<file path="config.mk">
export PLATFORM = sky130hd
export DESIGN_NAME = loss_sequencer
export DESIGN_NICKNAME = d
export VERILOG_FILES = /design/src/rtl/loss_sequencer.sv
export SDC_FILE = /design/constraint.sdc
export NUM_CORES = 1
export LEC_CHECK = 0
export ABC_AREA = 1
export ABC_CLOCK_PERIOD_IN_PS = 2400
export BUFFER_PORTS_ARGS = -buffer_cell sky130_fd_sc_hd__buf_2
export CAP_MARGIN = 20
export CORE_AREA = 2 2 61 86
export CTS_BUF_LIST = sky130_fd_sc_hd__clkbuf_8 sky130_fd_sc_hd__clkbuf_16
export CTS_CLUSTER_DIAMETER = 50
export CTS_CLUSTER_SIZE = 16
export DETAILED_ROUTE_END_ITERATION = 10
export DIE_AREA = 0 0 63 88
export PLACE_DENSITY_LB_ADDON = 0.05
export SYNTH_ARGS = -nofsm -noshare
export SYNTH_HDL_FRONTEND = slang
export SYNTH_SLANG_ARGS = --single-unit
</file>
<file path="constraint.sdc">
create_clock -name clk_in -period 2.4 [get_ports clk_in]
set_input_delay 0.36 -clock clk_in [delete_from_list [all_inputs] [get_ports clk_in]]
set_output_delay 0.36 -clock clk_in [all_outputs]
set_load 0.01 [all_outputs]
</file>
<file path="src/rtl/loss_sequencer.sv">
// Training-loop controller and loss stage for the fc binary layer: sequences the
// forward/backward phase strobes, captures the per-bit error vector and tracks convergence.
module loss_sequencer #(
  parameter int N            = 9,
  parameter int PHASE_CYCLES = 3,
  parameter int CONV_EPOCHS  = 2,
  parameter int EPOCH_W      = 16,
  parameter int MAX_EPOCHS   = 10000
) (
  input  logic                   clk_in,
  input  logic                   rst_in,
  input  logic                   start_in,
  input  logic [N-1:0]           target_in,
  input  logic [N-1:0]           fout_in,
  output logic                   fd_prop,
  output logic                   bk_prop,
  output logic [N-1:0]           bin,
  output logic [$clog2(N+1)-1:0] err_count,
  output logic [EPOCH_W-1:0]     epoch_count,
  output logic                   busy,
  output logic                   done,
  output logic                   converged
);

  localparam int CNT_W    = $clog2(N + 1);
  localparam int PH_W     = (PHASE_CYCLES > 1) ? $clog2(PHASE_CYCLES) : 1;
  localparam int STREAK_W = $clog2(CONV_EPOCHS + 1);

  localparam logic [PH_W-1:0]     PH_LAST    = PH_W'(PHASE_CYCLES - 1);
  localparam logic [STREAK_W-1:0] STREAK_MAX = STREAK_W'(CONV_EPOCHS);
  localparam logic [EPOCH_W-1:0]  EPOCH_MAX  = EPOCH_W'(MAX_EPOCHS);

  typedef enum logic [2:0] {
    S_IDLE,
    S_FWD,
    S_BWD,
    S_CHECK,
    S_DONE
  } state_e;

  state_e              state_q, state_d;
  logic [PH_W-1:0]     phase_q, phase_d;
  logic [STREAK_W-1:0] streak_q, streak_d;
  logic [N-1:0]        bin_q, bin_d;
  logic [CNT_W-1:0]    err_q, err_d;
  logic [EPOCH_W-1:0]  epoch_q, epoch_d;
  logic                conv_q, conv_d;
  logic                fd_q, fd_d;
  logic                bk_q, bk_d;
  logic                busy_q, busy_d;
  logic                done_q, done_d;
  logic [N-1:0]        diff;

  function automatic logic [CNT_W-1:0] popcount(input logic [N-1:0] v);
    logic [CNT_W-1:0] c;
    c = '0;
    for (int i = 0; i < N; i++) c = c + CNT_W'(v[i]);
    return c;
  endfunction

  assign diff = target_in ^ fout_in;

  always_comb begin
    // NOTE: every signal assigned in this block gets a default first, so no path can infer a latch.
    state_d  = state_q;
    phase_d  = phase_q;
    streak_d = streak_q;
    bin_d    = bin_q;
    err_d    = err_q;
    epoch_d  = epoch_q;
    conv_d   = conv_q;

    case (state_q)
      S_IDLE, S_DONE: begin
        if (start_in) begin
          state_d  = S_FWD;
          phase_d  = '0;
          epoch_d  = '0;
          streak_d = '0;
          conv_d   = 1'b0;
        end
      end
      S_FWD: begin
        if (phase_q == PH_LAST) begin
          // The error vector is sampled only on the edge that leaves the forward phase.
          phase_d = '0;
          bin_d   = diff;
          err_d   = popcount(diff);
          state_d = S_BWD;
        end else begin
          phase_d = phase_q + 1'b1;
        end
      end
      S_BWD: begin
        if (phase_q == PH_LAST) begin
          phase_d = '0;
          state_d = S_CHECK;
        end else begin
          phase_d = phase_q + 1'b1;
        end
      end
      S_CHECK: begin
        epoch_d  = epoch_q + 1'b1;
        streak_d = (err_q == '0) ? streak_q + 1'b1 : '0;
        // Convergence is tested first so it wins over a simultaneous epoch limit.
        if (streak_d == STREAK_MAX) begin
          state_d = S_DONE;
          conv_d  = 1'b1;
        end else if (epoch_d == EPOCH_MAX) begin
          state_d = S_DONE;
          conv_d  = 1'b0;
        end else begin
          state_d = S_FWD;
        end
      end
      default: state_d = S_IDLE;
    endcase

    // Status outputs are decoded from the next state so they are registered with it.
    fd_d   = (state_d == S_FWD);
    bk_d   = (state_d == S_BWD);
    busy_d = (state_d == S_FWD) || (state_d == S_BWD) || (state_d == S_CHECK);
    done_d = (state_d == S_DONE);
  end

  always_ff @(posedge clk_in or negedge rst_in) begin
    if (!rst_in) begin
      state_q  <= S_IDLE;
      phase_q  <= '0;
      streak_q <= '0;
      bin_q    <= '0;
      err_q    <= '0;
      epoch_q  <= '0;
      conv_q   <= 1'b0;
      fd_q     <= 1'b0;
      bk_q     <= 1'b0;
      busy_q   <= 1'b0;
      done_q   <= 1'b0;
    end else begin
      // NOTE: non-blocking assignments so every flop samples pre-edge values.
      state_q  <= state_d;
      phase_q  <= phase_d;
      streak_q <= streak_d;
      bin_q    <= bin_d;
      err_q    <= err_d;
      epoch_q  <= epoch_d;
      conv_q   <= conv_d;
      fd_q     <= fd_d;
      bk_q     <= bk_d;
      busy_q   <= busy_d;
      done_q   <= done_d;
    end
  end

  assign fd_prop     = fd_q;
  assign bk_prop     = bk_q;
  assign bin         = bin_q;
  assign err_count   = err_q;
  assign epoch_count = epoch_q;
  assign busy        = busy_q;
  assign done        = done_q;
  assign converged   = conv_q;

endmodule

</file>
* After elaboration in Yosys (flattened, before gate mapping)
Index checks and enable logic that the tools add are counted.
Word-level totals: input bits 21, flip-flop bits (word level) 41, output and inout bits 34, logic and storage cells 65
Cells by class: add/subtract/negate cells 11, eq/ne operators 13, muxes and demuxes 17, bitwise gates (word level) 1, reductions and logical operators 12
Operators by type and width (number):
- $pmux 16 s2 | 1
- $add 4x1->4 | 5
- $add 16x1->16 const B | 1
- $eq 16x14->1 const B | 1
- $mux 16 | 1
- $mux 3 | 5
- $eq 3x2->1 const B | 4
- $pmux 3 s4 | 1
- $xor 9x9->9 | 1
- $pmux 2 s2 | 2
- $eq 3x1->1 const B | 2
- $eq 3x3->1 const B | 2
- $mux 2 | 3
- $reduce_and 2->1 | 3
- $add 2x1->2 const B | 2
- $add 3x1->4 | 1
- $eq 2x2->1 const B | 2
- $logic_not 4->1 | 1
- $reduce_bool 2->1 | 2
- $reduce_or 2->1 | 2
- $add 2x1->3 | 1
- $logic_not 3->1 | 1
- $mux 1 | 3
- $ne 3x3->1 const B | 1
- 5 further kinds | 6

* Logic depth before layout (Yosys ltp)
depth in word-level cells 9, mapped depth 14, depth with buffers taken out 14

* Worst setup path before layout
OpenSTA, ideal clock, no wires.
kind input-to-reg, start input fout_in[3], end register err_q[1], in the netlist err_count[1], data required time 2.317 ns, setup time 0.083 ns, buffers on the path 0, slack -0.744 ns, arrival 3.062 ns, stages 8, cell sequence xor2_1 fa_1 fa_1 fa_1 fa_1 inv_1 fa_1 o21ai_0
On the way: longest elaborated chain between the ends 7
RTL lines:
- from (decl) | RTL line 14 | input logic [N-1:0] fout_in,
- $xor 9x9->9 | RTL line 61 | assign diff = target_in ^ fout_in;
- $add 3x1->4 | RTL line 57 | for (int i = 0; i < N; i++) c = c + CNT_W'(v[i]);
- $add 4x1->4 (5 in series) | RTL line 57
- to (signal assigned) | RTL line 145 | err_q <= err_d;
- to (decl) | RTL line 45 | logic [CNT_W-1:0] err_q, err_d;
Every way passes these cells. A chain may end at the register's enable or synchronous reset.

* Worst setup path after layout
start input fout_in[0], end register err_q[1], in the netlist err_count[1]
On the way: longest elaborated chain between the ends 9
RTL lines:
- $xor 9x9->9 | RTL line 61
- net diff[0] | RTL line 52 | logic [N-1:0] diff;
- $add 1x1->2 | RTL line 57
- $add 2x1->3 | RTL line 57
- $add 3x1->4 | RTL line 57
- $add 4x1->4 (5 in series) | RTL line 57
The timed path passes the listed nets, and every way through them passes these cells.

==> results.txt <==
Hold Crit Depth = 4
Core Rows = 30
top-area cell type share of the netlist area = 0.447
Initial DRT Pass Iterations = 4
fin crit period = 2.82 ns
CP Capture Point = err_count[1]
top_reg_cell synth = dfrtp_1
Die Width = 63 um
CP startpoint = fout_in[0]
fill count = 456
CP Cell Sequence = buf_8 -> xor2_4 -> fa_1 -> fa_1 -> fa_1 -> fa_2 -> inv_2 -> fa_2 -> o21ai_1
Post-Layout Cell Count = 420
Pwr per Cell Area = 894 nW/um^2
cells on worst reg2reg path = 14
CP Launch Type = input pin
max-slew violations = 0
compound-cell area share of the yosys netlist = 0.0600
WP data required = 2.62 ns
DRT Wirelength = 4940 um
Die Y = 88 um
Adder-Cell Fraction of Synth Area = 0.0655
gp weighted congestion = 0.849
total CTS buffers = 5
GRT Total Usage = 0.190
grt ovf = 0
WP depth = 9
WP buf/inv = 2
CTS root buf = clkbuf_8
final hold violation count = 0
Ports = 55
Synth Area in Simple Gates = 0.309
Clock Skews = 0.0106 ns
Vias/cell = 4.90
RSZ-0062 raised after global routing = true
post-route cell area = 2840 um^2
detailed router's first-iteration violation count = 81
Area after DPL = 2680 um^2
worst ir drop on vdd = 605 uV
most common cell after layout, fill and taps aside = nand2_1
failing checks = setup timing
RR Endpoint = busy
first-pass GRT wire length = 8270 um
Seq/Total Area, Yosys = 0.447
vias in the first global route = 1,963
commonest non-fill, non-tap cells in the layout = 105 x nand2_1, 52 x buf_2, 41 x dfrtp_1, 33 x inv_1, 22 x nor2_1
# nets final = 385
PortBufs = 54
initial antenna violation count = 0
Routed WL per cell = 11.8 um
met3 wire length = 215 um
Max transition margin = 0.645
highest routed metal layer = met4
CP Capture Type = register
Starting Density = 0.481
Max Freq = 355 MHz
largest family of logic cells by synthesized area = simple AND/OR/NAND/NOR gates
layout cells sized above 1 = 0.239
largest net degree at the start of global routing = 31
Top Family by Delay on Critical Path = adder cells
critical path data arrival time = 3.04 ns
core box area = 4770 um^2
Hold WC Path Type = input pin to register
yosys warns = 0
most frequent CP cell = fa_1
Worst-Skew Late Latency = 0.29 ns
Post-DP HPWL = 3880 um
reported max-cap violation count = 0
Yosys reg bits = 41
number of H-tree levels = 2
final worst setup slack = -0.420 ns
Tightest Pin Transition = 0.531 ns
CTS tree = done
placed cells = 410
Syn Area/Cell = 7.83 um^2
met1 WL = 2000 um
Final Setup Violations = 4
fin crit share = 1.17
Slowest-stage cell, CP = fa_1
Pleak = 1.46 nW
WL met2 = 2650 um
die area = 5540 um^2
n_diodes = 0
drt drc = 0
area leader, netlist = dfrtp_1
Mapped Nets = 323
area share of xor/xnor cells in the synthesized design = 0.0496
status = complete, but fails checks
top cells by area, synth = dfrtp_1 45%, nand2_1 17%, inv_1 5.4%
area growth from synthesis to layout = 23.6%
share of synthesized flip-flops with an asynchronous set or reset = 1.00
EDFF count, synth = 0
worst-case clock buffer depth = 2
Synth Cell Area = 2290 um^2
vias = 2,056
Netlist cell types = 24
FF-to-FF setup slack = 0.35 ns
clk sinks = 41
Critical Setup Path Class = input pin to register
Detail Route Antenna Nets = 0
mux share of post-synthesis cell area = 0
post-synthesis cell count = 293
clock transition at the registers of the reported paths = 0.09 ns
CP peak stage delay = 0.56 ns
worst reg2reg path startpoint = epoch_count[1]
critical path peak fanout = 2
==> worst reg2reg max path: cells and delay by family, from the launching register on <==
family	cells	cell delay, ns
DFF	1	0.46
buffers and inverters	2	0.13
and+or+nand+nor	11	1.05
adders and majority gates	1	0.31
==> through the flow <==
step                      TNS (ns)  utilization  hold WS [ns]  setup WS (ns)  total power [mW]
final                        -1.18        0.595         0.350         -0.420              2.53
after global routing         -1.43        0.595         0.355         -0.492              2.75
after CTS                    -1.09        0.590         0.346         -0.423              2.55
after detailed placement     -2.57        0.561         0.268         -0.788              1.98
after global placement       -2.35        0.561         0.259         -0.741              1.96
after floorplan              -1.59            -        0.0644         -0.542              1.64
==> area by class of cell <==
class | instances | area [um^2] | area share
multi-input cells | 212 | 1150 | 0.406
clock buffers | 5 | 68.8 | 0.0243
well taps | 64 | 80.1 | 0.0282
inverters | 35 | 131 | 0.0463
flip-flops and latches | 41 | 1030 | 0.362
clock inverters | 3 | 42.5 | 0.0150
repair buffers | 60 | 334 | 0.118
==> Yosys cell counts, types with 2 or more instances <==
master and n:
nand2_1 105, dfrtp_1 41, inv_1 33, nor2_1 22, nand3_1 17, o21ai_0 14
xor2_1 13, o22ai_1 7, fa_1 5, nand4_1 5, ha_1 4, nor3_1 4
a21oi_1 3, clkbuf_1 3, nand2_2 3, nor2_2 3, nor2_4 3, buf_4 2
==> what timing repair did <==
item / 4_1_cts / 5_1_grt
gates cloned: 0 / 0
buffers inserted: 0 / 1
hold endpoints to repair: 11 / 0
hold buffers: 1 / 0
pin swaps: 1 / 2
setup endpoints to repair: 4 / 4
gates resized for setup: 6 / 3
==> power breakdown <==
| group | switching [mW] | leakage, nW | internal (mW) |
|---|---|---|---|
| sequential | 0.121 | 0.539 | 0.882 |
| combinational | 0.602 | 0.865 | 0.379 |
| clock | 0.242 | 0.0595 | 0.308 |
==> registers in the layout (all words and copies together), names as in the netlist <==
| name | flops |
|---|---|
| epoch_count | 16 |
| bin | 9 |
| err_count | 4 |
| state_q | 3 |
| phase_q | 2 |
| streak_q | 2 |
| bk_prop | 1 |
| busy | 1 |
| converged | 1 |
| done | 1 |
| fd_prop | 1 |
==> cell families after synthesis <==
| logic type | count (synthesis) |
|---|---|
| and+or+nand+nor | 165 |
| DFF | 41 |
| buffers and inverters | 40 |
| AOI/OAI and AO/OA | 25 |
| xor gates and xnor gates | 13 |
| adders and majority gates | 9 |
==> how the worst min path moves through the flow <==
stage / startpoint / endpoint / slack, ns
after CTS: start_in / state_q[2] / 0.35
after global placement: rst_in / epoch_count[3] / 0.26
after detailed placement: rst_in / epoch_count[3] / 0.27
after global routing: start_in / state_q[2] / 0.36
final: start_in / state_q[2] / 0.35
after floorplan: rst_in / bin[0] / 0.06
==> layer usage <==
layer / vias to the layer above / global-route usage
li1: 1041 / -
met1: 964 / 0.197
met2: 46 / 0.373
met3: 5 / 0.0386
met4: 0 / 0.0727
met5: - / 0
(Power assumes the default switching activity.)
